### src/rtl/rf_access_arbiter_if.sv
// Bus bundle for rf_access_arbiter.
//   Requester side : REQ_x, REQ_WR_x, REQ_ADDR_x, REQ_WDATA_x in;
//                    GNT_x, RDATA_x, RDATA_VLD_x, RD_ERR_x out.
//   Register file  : WrEN, RdEN, Address, WrData out;
//                    RdData, RdData_Valid in.
// Modports:
//   slave  - the arbiter. It accepts requests and drives the register file.
//   master - the environment: both requesters and the register file.
interface rf_access_arbiter_if #(
    parameter int unsigned DATA_WIDTH = 8,
    parameter int unsigned ADDR_WIDTH = 4
);
    logic                  REQ_0;
    logic                  REQ_1;
    logic                  REQ_WR_0;
    logic                  REQ_WR_1;
    logic [ADDR_WIDTH-1:0] REQ_ADDR_0;
    logic [ADDR_WIDTH-1:0] REQ_ADDR_1;
    logic [DATA_WIDTH-1:0] REQ_WDATA_0;
    logic [DATA_WIDTH-1:0] REQ_WDATA_1;
    logic                  GNT_0;
    logic                  GNT_1;
    logic [DATA_WIDTH-1:0] RDATA_0;
    logic [DATA_WIDTH-1:0] RDATA_1;
    logic                  RDATA_VLD_0;
    logic                  RDATA_VLD_1;
    logic                  RD_ERR_0;
    logic                  RD_ERR_1;
    logic                  WrEN;
    logic                  RdEN;
    logic [ADDR_WIDTH-1:0] Address;
    logic [DATA_WIDTH-1:0] WrData;
    logic [DATA_WIDTH-1:0] RdData;
    logic                  RdData_Valid;

    modport slave (
        input  REQ_0, REQ_1, REQ_WR_0, REQ_WR_1, REQ_ADDR_0, REQ_ADDR_1,
               REQ_WDATA_0, REQ_WDATA_1, RdData, RdData_Valid,
        output GNT_0, GNT_1, RDATA_0, RDATA_1, RDATA_VLD_0, RDATA_VLD_1,
               RD_ERR_0, RD_ERR_1, WrEN, RdEN, Address, WrData
    );

    modport master (
        output REQ_0, REQ_1, REQ_WR_0, REQ_WR_1, REQ_ADDR_0, REQ_ADDR_1,
               REQ_WDATA_0, REQ_WDATA_1, RdData, RdData_Valid,
        input  GNT_0, GNT_1, RDATA_0, RDATA_1, RDATA_VLD_0, RDATA_VLD_1,
               RD_ERR_0, RD_ERR_1, WrEN, RdEN, Address, WrData
    );
endinterface

### src/rtl/rf_access_arbiter.sv
// rf_access_arbiter: two-requester round-robin arbiter for the single
// register-file port. Requester 0 is the UART command controller and
// requester 1 is the secondary configuration master. The arbiter accepts one
// read or write at a time. Reads wait for RdData_Valid, and the read data is
// returned to the requester that owns the transaction.
// Ports:
//   CLK  - clock, rising edge
//   RST  - asynchronous reset, active low
//   bus  - rf_access_arbiter_if.slave (requester handshakes + register-file bus)
// Optional: define RF_ARB_TIMEOUT_EN to abort a read after TIMEOUT_CYC cycles
// in READ. The abort pulses RD_ERR_x and clears RDATA_x. Without the macro a
// read waits indefinitely and RD_ERR_x is tied to 0.
module rf_access_arbiter #(
    parameter int unsigned DATA_WIDTH  = 8,
    parameter int unsigned ADDR_WIDTH  = 4,
    parameter int unsigned TIMEOUT_CYC = 15
) (
    input  logic               CLK,
    input  logic               RST,
    rf_access_arbiter_if.slave bus
);

    typedef enum logic [1:0] {IDLE, WRITE, READ} state_t;

    state_t                state;
    state_t                state_nxt;
    logic                  pri;       // requester favoured on a tie
    logic                  owner;     // requester of the transaction in flight
    logic                  req_any;
    logic                  pick;
    logic                  rd_timeout;
    logic [1:0]            gnt_q;
    logic [1:0]            rvld_q;
    logic [ADDR_WIDTH-1:0] addr_q;
    logic [DATA_WIDTH-1:0] wdata_q;
    logic [DATA_WIDTH-1:0] rdata0_q;
    logic [DATA_WIDTH-1:0] rdata1_q;

    if (TIMEOUT_CYC == 0) begin : g_bad_cfg
        $error("rf_access_arbiter: TIMEOUT_CYC must be nonzero");
    end

    always_comb begin
        req_any = bus.REQ_0 | bus.REQ_1;
        pick    = (bus.REQ_0 && bus.REQ_1) ? pri : bus.REQ_1;
    end

`ifdef RF_ARB_TIMEOUT_EN
    localparam int unsigned CNT_W = $clog2(TIMEOUT_CYC + 1);

    logic [CNT_W-1:0] rd_cnt;
    logic [1:0]       err_q;

    always_ff @(posedge CLK or negedge RST) begin
        if (!RST)               rd_cnt <= '0;
        else if (state == READ) rd_cnt <= rd_cnt + CNT_W'(1);
        else                    rd_cnt <= '0;
    end

    // A valid arriving on the timeout edge takes precedence, so it masks the timeout.
    assign rd_timeout = (state == READ) && !bus.RdData_Valid &&
                        (rd_cnt == CNT_W'(TIMEOUT_CYC - 1));

    always_ff @(posedge CLK or negedge RST) begin
        if (!RST) begin
            err_q <= '0;
        end else begin
            err_q <= '0;
            if (rd_timeout) err_q[owner] <= 1'b1;
        end
    end

    assign bus.RD_ERR_0 = err_q[0];
    assign bus.RD_ERR_1 = err_q[1];
`else
    assign rd_timeout   = 1'b0;
    assign bus.RD_ERR_0 = 1'b0;
    assign bus.RD_ERR_1 = 1'b0;
`endif

    // State register
    always_ff @(posedge CLK or negedge RST) begin
        if (!RST) state <= IDLE;
        else      state <= state_nxt;
    end

    // Next-state logic
    always_comb begin
        state_nxt = state;
        case (state)
            IDLE: begin
                if (req_any)
                    state_nxt = (pick ? bus.REQ_WR_1 : bus.REQ_WR_0) ? WRITE : READ;
            end
            WRITE: state_nxt = IDLE;
            READ: begin
                if (bus.RdData_Valid || rd_timeout) state_nxt = IDLE;
            end
            default: state_nxt = IDLE;
        endcase
    end

    // Register-file strobes are decoded directly from the state
    always_comb begin
        bus.WrEN = (state == WRITE);
        bus.RdEN = (state == READ);
    end

    // Datapath: request latch, grant/valid pulses, read-data return
    always_ff @(posedge CLK or negedge RST) begin
        if (!RST) begin
            pri      <= 1'b0;
            owner    <= 1'b0;
            gnt_q    <= '0;
            rvld_q   <= '0;
            addr_q   <= '0;
            wdata_q  <= '0;
            rdata0_q <= '0;
            rdata1_q <= '0;
        end else begin
            gnt_q  <= '0;
            rvld_q <= '0;
            case (state)
                IDLE: begin
                    if (req_any) begin
                        addr_q      <= pick ? bus.REQ_ADDR_1  : bus.REQ_ADDR_0;
                        wdata_q     <= pick ? bus.REQ_WDATA_1 : bus.REQ_WDATA_0;
                        gnt_q[pick] <= 1'b1;
                        owner       <= pick;
                        pri         <= ~pick;
                    end
                end
                READ: begin
                    if (bus.RdData_Valid) begin
                        if (owner) rdata1_q <= bus.RdData;
                        else       rdata0_q <= bus.RdData;
                        rvld_q[owner] <= 1'b1;
                    end else if (rd_timeout) begin
                        if (owner) rdata1_q <= '0;
                        else       rdata0_q <= '0;
                    end
                end
                default: ;
            endcase
        end
    end

    assign bus.GNT_0       = gnt_q[0];
    assign bus.GNT_1       = gnt_q[1];
    assign bus.RDATA_VLD_0 = rvld_q[0];
    assign bus.RDATA_VLD_1 = rvld_q[1];
    assign bus.RDATA_0     = rdata0_q;
    assign bus.RDATA_1     = rdata1_q;
    assign bus.Address     = addr_q;
    assign bus.WrData      = wdata_q;

endmodule

### src/flat_wrapper.sv
// flat-port wrapper written by rule: the top's interface ports become plain ports
module rf_access_arbiter_flat 
#(
    parameter int unsigned DATA_WIDTH  = 8,
    parameter int unsigned ADDR_WIDTH  = 4,
    parameter int unsigned TIMEOUT_CYC = 15
)
  (CLK, RST, bus_REQ_0, bus_REQ_1, bus_REQ_WR_0, bus_REQ_WR_1, bus_REQ_ADDR_0, bus_REQ_ADDR_1, bus_REQ_WDATA_0, bus_REQ_WDATA_1, bus_RdData, bus_RdData_Valid, bus_GNT_0, bus_GNT_1, bus_RDATA_0, bus_RDATA_1, bus_RDATA_VLD_0, bus_RDATA_VLD_1, bus_RD_ERR_0, bus_RD_ERR_1, bus_WrEN, bus_RdEN, bus_Address, bus_WrData);
  rf_access_arbiter_if #(.DATA_WIDTH(DATA_WIDTH), .ADDR_WIDTH(ADDR_WIDTH)) bus_i ();
  input  logic CLK;
  input  logic RST;
  input wire logic [$bits(bus_i.REQ_0)-1:0] bus_REQ_0;
  input wire logic [$bits(bus_i.REQ_1)-1:0] bus_REQ_1;
  input wire logic [$bits(bus_i.REQ_WR_0)-1:0] bus_REQ_WR_0;
  input wire logic [$bits(bus_i.REQ_WR_1)-1:0] bus_REQ_WR_1;
  input wire logic [$bits(bus_i.REQ_ADDR_0)-1:0] bus_REQ_ADDR_0;
  input wire logic [$bits(bus_i.REQ_ADDR_1)-1:0] bus_REQ_ADDR_1;
  input wire logic [$bits(bus_i.REQ_WDATA_0)-1:0] bus_REQ_WDATA_0;
  input wire logic [$bits(bus_i.REQ_WDATA_1)-1:0] bus_REQ_WDATA_1;
  input wire logic [$bits(bus_i.RdData)-1:0] bus_RdData;
  input wire logic [$bits(bus_i.RdData_Valid)-1:0] bus_RdData_Valid;
  output wire logic [$bits(bus_i.GNT_0)-1:0] bus_GNT_0;
  output wire logic [$bits(bus_i.GNT_1)-1:0] bus_GNT_1;
  output wire logic [$bits(bus_i.RDATA_0)-1:0] bus_RDATA_0;
  output wire logic [$bits(bus_i.RDATA_1)-1:0] bus_RDATA_1;
  output wire logic [$bits(bus_i.RDATA_VLD_0)-1:0] bus_RDATA_VLD_0;
  output wire logic [$bits(bus_i.RDATA_VLD_1)-1:0] bus_RDATA_VLD_1;
  output wire logic [$bits(bus_i.RD_ERR_0)-1:0] bus_RD_ERR_0;
  output wire logic [$bits(bus_i.RD_ERR_1)-1:0] bus_RD_ERR_1;
  output wire logic [$bits(bus_i.WrEN)-1:0] bus_WrEN;
  output wire logic [$bits(bus_i.RdEN)-1:0] bus_RdEN;
  output wire logic [$bits(bus_i.Address)-1:0] bus_Address;
  output wire logic [$bits(bus_i.WrData)-1:0] bus_WrData;
  assign bus_i.REQ_0 = bus_REQ_0;
  assign bus_i.REQ_1 = bus_REQ_1;
  assign bus_i.REQ_WR_0 = bus_REQ_WR_0;
  assign bus_i.REQ_WR_1 = bus_REQ_WR_1;
  assign bus_i.REQ_ADDR_0 = bus_REQ_ADDR_0;
  assign bus_i.REQ_ADDR_1 = bus_REQ_ADDR_1;
  assign bus_i.REQ_WDATA_0 = bus_REQ_WDATA_0;
  assign bus_i.REQ_WDATA_1 = bus_REQ_WDATA_1;
  assign bus_i.RdData = bus_RdData;
  assign bus_i.RdData_Valid = bus_RdData_Valid;
  assign bus_GNT_0 = bus_i.GNT_0;
  assign bus_GNT_1 = bus_i.GNT_1;
  assign bus_RDATA_0 = bus_i.RDATA_0;
  assign bus_RDATA_1 = bus_i.RDATA_1;
  assign bus_RDATA_VLD_0 = bus_i.RDATA_VLD_0;
  assign bus_RDATA_VLD_1 = bus_i.RDATA_VLD_1;
  assign bus_RD_ERR_0 = bus_i.RD_ERR_0;
  assign bus_RD_ERR_1 = bus_i.RD_ERR_1;
  assign bus_WrEN = bus_i.WrEN;
  assign bus_RdEN = bus_i.RdEN;
  assign bus_Address = bus_i.Address;
  assign bus_WrData = bus_i.WrData;
  rf_access_arbiter #(.DATA_WIDTH(DATA_WIDTH), .ADDR_WIDTH(ADDR_WIDTH), .TIMEOUT_CYC(TIMEOUT_CYC)) u_core (.CLK(CLK), .RST(RST), .bus(bus_i));
endmodule
### config.mk
export PLATFORM = sky130hd
export DESIGN_NAME = rf_access_arbiter_flat
export DESIGN_NICKNAME = d
export VERILOG_FILES = /design/src/rtl/rf_access_arbiter_if.sv /design/src/rtl/rf_access_arbiter.sv /design/src/flat_wrapper.sv
export SDC_FILE = /design/constraint.sdc
export NUM_CORES = 1
export LEC_CHECK = 0
export CAP_MARGIN = 40
export CORE_MARGIN = 5
export CORE_UTILIZATION = 44
export DETAILED_ROUTE_END_ITERATION = 16
export PLACE_DENSITY = 0.89
export SLEW_MARGIN = 30
export SYNTH_ARGS = -nofsm -noshare
export SYNTH_HDL_FRONTEND = slang
export SYNTH_SLANG_ARGS = --single-unit
### constraint.sdc
create_clock -name CLK -period 2.1 [get_ports CLK]
set_input_delay 0.21 -clock CLK [delete_from_list [all_inputs] [get_ports CLK]]
set_output_delay 0.21 -clock CLK [all_outputs]
set_load 0.01 [all_outputs]
==> results.ini, run 1 <==
[die]
die_w_um=70.2
die_area_mm2=0.00493
initial_core_util_pct=46.7
floorplan.rows=21
num_io_pins=75
core_area_mm2=0.00342
fp.dieH_um=70.2

[detailed_routing]
first_iter_violations=78
postRouteAntennaNets=0
vias_per_cell=5.25
post-route-drc-count=0
wl_mm=4.32
wl_per_cell_um=17.1
num_vias=1327
first_pass_iters=4

[cells_and_area]
instances_no_fill=253
area_growth_pct=52.8
nets=245
final_common_cell=clkdlybuf4s50_1
n_antenna_cell=0
fillers=263
final_layout_size_suffix_gt1_share_pct=13.5
final_cell_mix=71 x clkdlybuf4s50_1, 36 x dfrtp_1, 12 x a21oi_1
final_util_pct=71.3

[synth]
yosysUniqueCellTypes=32
syn_area_mm2=0.00159
ys_seq_area_share_pct=56.5
syn_inst=131
synth-seq-cells=36
ys_warn_count=0
syn_avg_cell_area_um2=12.2

[critical_path]
worstPathCellList=nor2b_4, clkdlybuf4s50_1
setup.worst_path.start_class=register
slowest_stage=clkdlybuf4s50_1
regToRegEndpoint=u_core.bus.WrData[7]
critPathKind=register to output pin
r2r-start=u_core.state[0]
rr_worst_depth=3
critPathMaxFanout=4
crit_start=u_core.state[0]
crit_path_end_kind=output pin
critPathCapture=bus_RdEN
cp.required_ps=1890
rrSetupSlack_ps=420
slowest_delay_ps=560
worstPathArrival_ps=1500

[place]
placed_cells=243
port_buffers=72
post-dp-hpwl_mm=3.21
place.gp.congestion=0.795

[sta]
worst_pin_slew_ps=583
slew_violations=0
whs_ps=366
finalCritPeriodShare_pct=81.7
slew_headroom_pct=61.1
period_minus_slack_ps=1710
rsz0062_at_grt=no
hold_viol=0
setup_tns_ps=0
fmax_ghz=0.583
finClkSkew_ps=5.38
setup-violations-final=0

[clock_network]
clock_sink_count=36
cts_max_level=2
cts_buffers=5
cts_buffer_depth=2
cts_tree=done
cts_setup_buffers=0
clkTransAtPathRegs_ps=110
clk_latency_ps=330
clockRootBuffer=clkbuf_4

[global_routing]
grt_use_met1_pct=22.4
grt_util_met2_pct=31.4
antenna_found_initial=0
grt_pass1_wl_mm=7.27
grt_max_degree=37
busiest_layer=met2
grt_usage_pct=18.6
grt_pass1_vias=1450
use_met3_pct=5.88
grt-ovfl-total=0

[hold_path]
hp-class=input port to asynchronous set/reset pin

[pwr]
power.total_mw=3.17
p_per_area_mw_per_mm2=1300
ir_drop_uv=592
power.leakage_nw=1.04

[job]
max_cap_viol_count=0

[run_status]
outcome=completed

-- cells in the mapped netlist, drive strengths merged --
master	n	area (um^2)
a21boi	1	7.51
a21o	1	7.51
a21oi	12	60.1
a221o	2	20.0
a31oi	10	62.6
and2	1	8.76
and3	2	12.5
and3b	1	8.76
buf	7	52.5
clkbuf	5	18.8
conb	1	3.75
dfrtp	36	901
inv	3	11.3
mux2	16	210
nand2	1	3.75
nand2b	1	6.26
nand3	11	67.6
nor2	2	10.0
nor2b	3	26.3
o2111a	2	22.5
o21a	1	7.51
o21ai	10	50.0
o32ai	1	8.76
or2	1	6.26
-- metal layers --
| layer | share of wire, % | up-vias | routed length (um) |
|---|---|---|---|
| met4 | 1.2 | 0 | 54 |
| met5 | 0 | - | 0 |
| li1 | - | 621 | - |
| met2 | 51 | 60 | 2200 |
| met1 | 41 | 640 | 1770 |
| met3 | 6.8 | 6 | 294 |
-- layout make-up --
class	count	area (um^2)	area share (%)
Sequential cell	36	901	37.0
Clock buffer	6	51.3	2.11
Multi-Input combinational cell	81	614	25.2
Inverter	3	11.3	0.462
Clock inverter	2	10.0	0.411
Tap cell	46	57.6	2.36
Timing Repair Buffer	79	791	32.5
-- where the power goes --
part | switching, mW | internal (mW)
Combinational | 0.645 | 0.932
Clock | 0.227 | 0.159
Sequential | 0.191 | 1.02
-- through the flow --
| stage | instance area, um^2 | setup slack, ps |
|---|---|---|
| 6_report | 2440 | 385 |
| 5_1_grt | 2440 | 299 |
| 3_3_place_gp | 2340 | 426 |
| 4_1_cts | 2410 | 361 |
| 3_5_place_dp | 2340 | 381 |
| 2_1_floorplan | 1600 | 751 |
-- worst min path at each step --
| stage | startpoint | end | slack, ps |
|---|---|---|---|
| 2_1_floorplan | RST | u_core.bus.Address[0] | -90 |
| 3_3_place_gp | RST | u_core.rvld_q[1] | 310 |
| 3_5_place_dp | RST | u_core.bus.RDATA_0[2] | 340 |
| 4_1_cts | bus_REQ_WDATA_1[2] | u_core.bus.WrData[2] | 430 |
| 5_1_grt | RST | u_core.bus.WrData[0] | 390 |
| 6_report | RST | u_core.bus.WrData[5] | 370 |
-- state kept, by name (all words and copies together), names as in the netlist --
name,cells
u_core.bus.Address,4
u_core.pri,1
u_core.bus.RDATA_1,8
u_core.bus.RDATA_0,8
u_core.state,2
u_core.bus.WrData,8
u_core.gnt_q,2
u_core.owner,1
u_core.rvld_q,2
-- kinds of logic after synthesis --
| kind of cell | Yosys count | synth area share (%) |
|---|---|---|
| compound gates | 40 | 15.5 |
| flops | 36 | 56.5 |
| simple gates | 23 | 9.42 |
| mux | 16 | 13.2 |
| buf+inv | 15 | 5.18 |
| other cells | 1 | 0.235 |
-- timing repair --
item	in CTS	in global routing
hold endpoints to repair	36	0
hold buffers	1	0
gates resized for setup	0	0
-- worst max-delay path, delay by kind of cell, from the launching register on --
family        cells  cell delay [ps]
buf+inv           1              560
flops             1              430
simple gates      1              180
Power figures use the tool's default switching activity.
==> run 2: changes to the inputs <==
--- a/config.mk
+++ b/config.mk
@@ -7,9 +7,9 @@
 export LEC_CHECK = 0
 export CAP_MARGIN = 40
 export CORE_MARGIN = 5
-export CORE_UTILIZATION = 44
+export CORE_UTILIZATION = 37
 export DETAILED_ROUTE_END_ITERATION = 16
-export PLACE_DENSITY = 0.89
+export PLACE_DENSITY = 0.8
 export SLEW_MARGIN = 30
 export SYNTH_ARGS = -nofsm -noshare
 export SYNTH_HDL_FRONTEND = slang
==> constraint.sdc (replaced) <==
create_clock -name CLK -period 1.4 [get_ports CLK]
set_input_delay 0.14 -clock CLK [delete_from_list [all_inputs] [get_ports CLK]]
set_output_delay 0.14 -clock CLK [all_outputs]
set_load 0.01 [all_outputs]
==> results.ini, run 2 (same netlist as run 1, synthesis figures left out) <==
[place]
port_buffers=72  ; unchanged
place.gp.congestion=0.785  ; -1.3%
dpl_worst_slack_ps=-124  ; -505 ps
post-dp-hpwl_mm=3.21  ; +0.14%
placed_cells=259  ; +6.6%

[cells_and_area]
final_util_pct=62.9  ; -8.5 points
final_common_cell=clkdlybuf4s50_1
fillers=348  ; +32%
n_antenna_cell=0  ; unchanged
final_layout_size_suffix_gt1_share_pct=18.2  ; +4.7 points
nets=258  ; +5.3%
area_growth_pct=61.1
instances_no_fill=270  ; +6.7%
final_cell_mix=69 x clkdlybuf4s50_1, 36 x dfrtp_1, 17 x buf_4

[hold_path]
hp-class=input port to asynchronous set/reset pin

[critical_path]
crit_path_end_kind=output pin
crit_start=u_core.bus.WrData[7]
cp.required_ps=1260  ; -630 ps
r2r-start=u_core.state[0]
cpLargestDelayFamily=buffers and inverters
critPathMaxFanout=2  ; -2
path_buf_inv=1  ; unchanged
critPathKind=register to output pin
slowest_stage=clkdlybuf4s50_1
slowest_delay_ps=550  ; about the same
setup.worst_path.start_class=register
worstPathArrival_ps=1200  ; -300 ps
worstPathCellList=clkdlybuf4s50_1

[die]
die_area_mm2=0.00572  ; +16%
num_io_pins=75  ; unchanged
core_area_mm2=0.00409  ; +20%
fp.dieH_um=75.6  ; +7.8%
initial_core_util_pct=39.0  ; -7.7 points
die_w_um=75.6  ; +7.8%
floorplan.rows=23  ; +9.5%

[sta]
fmax_ghz=0.747
rsz0062_at_grt=no
hold_viol=0  ; unchanged
finClkSkew_ps=7.97  ; +2.59 ps
period_minus_slack_ps=1340
finalCritPeriodShare_pct=95.6
setup-violations-final=0  ; unchanged
slew_violations=0  ; unchanged
layout_setup_ws_ps=62.0  ; -323 ps

[clock_network]
clock_sink_count=36  ; unchanged
cts_max_level=2  ; unchanged
clockRootBuffer=clkbuf_8
clk_latency_ps=280  ; -50 ps
cts_tree=done
cts_buffer_depth=2  ; unchanged
cts_buffers=5  ; unchanged
clkTransAtPathRegs_ps=70  ; -40 ps

[global_routing]
grt_usage_pct=16.0  ; -2.6 points
grt_pass1_vias=1428  ; -1.5%
grt_pass1_wl_mm=6.86  ; -5.7%
grt_max_degree=17  ; -54%
antenna_found_initial=0  ; unchanged
grt-ovfl-total=0  ; unchanged

[pwr]
power.total_mw=5.08  ; +60%
p_per_area_mw_per_mm2=1980  ; +52%
ir_drop_uv=844  ; +43%
power.leakage_nw=1.11  ; +7.2%

[detailed_routing]
num_vias=1342  ; +1.1%
vias_per_cell=4.97  ; -5.2%
wl_mm=4.21  ; -2.7%
wl_per_cell_um=15.6  ; -8.8%
post-route-drc-count=0  ; unchanged
postRouteAntennaNets=0  ; unchanged
first_pass_iters=4  ; unchanged
first_iter_violations=52  ; -33%

[run_status]
outcome=completed

[job]
max_cap_viol_count=0  ; unchanged

==> run 2: changes by cell type in the layout (fill, tap and decap cells not counted), moves of 2 or more <==
cell | before | now
clkbuf_1 | 0 | 2
dlygate4sd2_1 | 0 | 2
clkbuf_8 | 1 | 6
clkdlybuf4s50_1 | 71 | 69
clkbuf_4 | 5 | 0
clkinv_2 | 2 | 0
buf_4 | 5 | 17
==> run 2: repair_timing <==
| action | in CTS | in global routing |
|---|---|---|
| hold buffers | 1 | 0 |
| setup endpoints to repair | 2 | 12 |
| setup buffers | 1 | 1 |
| resized for setup | 3 | 2 |
| endpoints found under the hold margin | 36 | 0 |
==> run 2: final timing paths <==
kind / to / slack, ps / cells past startpoint
setup / recovery: bus_WrData[7] / 60 / 1
hold / removal: u_core.bus.RDATA_1[1] / 220 / 2
setup reg to reg: u_core.bus.Address[3] / 70 / 4
hold reg to reg: u_core.bus.RDATA_1[2] / 490 / 1
max in group asynchronous: u_core.state[0] / 740 / 3
min in group CLK: u_core.bus.WrData[1] / 430 / 3
==> run 2: through the flow <==
stage                     instance area [um^2]  TNS (ps)  hold WS [ps]
after floorplan                           1600         0          -156
after global placement                    2440      -292         -12.7
after detailed placement                  2440      -589         -5.29
after CTS                                 2550         0           227
after global routing                      2570         0           236
final                                     2570         0           223
==> run 2: metal layers <==
metal	global-route usage, %	routed length [um]	part of all wire (%)	vias to the layer above
met5	0	0	0	-
met4	6.80	16	0.38	0
met3	4.49	449	11	2
met2	26.1	2050	49	63
met1	19.8	1690	40	629
li1	-	-	-	648
==> run 2: power breakdown <==
group / internal, mW / leakage, nW / switching [mW]
logic: 1.53 / 0.637 / 0.984
registers: 1.53 / 0.430 / 0.287
clock network: 0.401 / 0.0455 / 0.347
==> run 2: layout make-up <==
type	count	area [um^2]	area share (%)
Multi-Input combinational cell	81	622	24.2
Inverter	3	11.3	0.438
Timing Repair Buffer	92	882	34.3
Sequential cell	36	901	35.1
Clock buffer	8	90.1	3.51
Tap cell	50	62.6	2.44
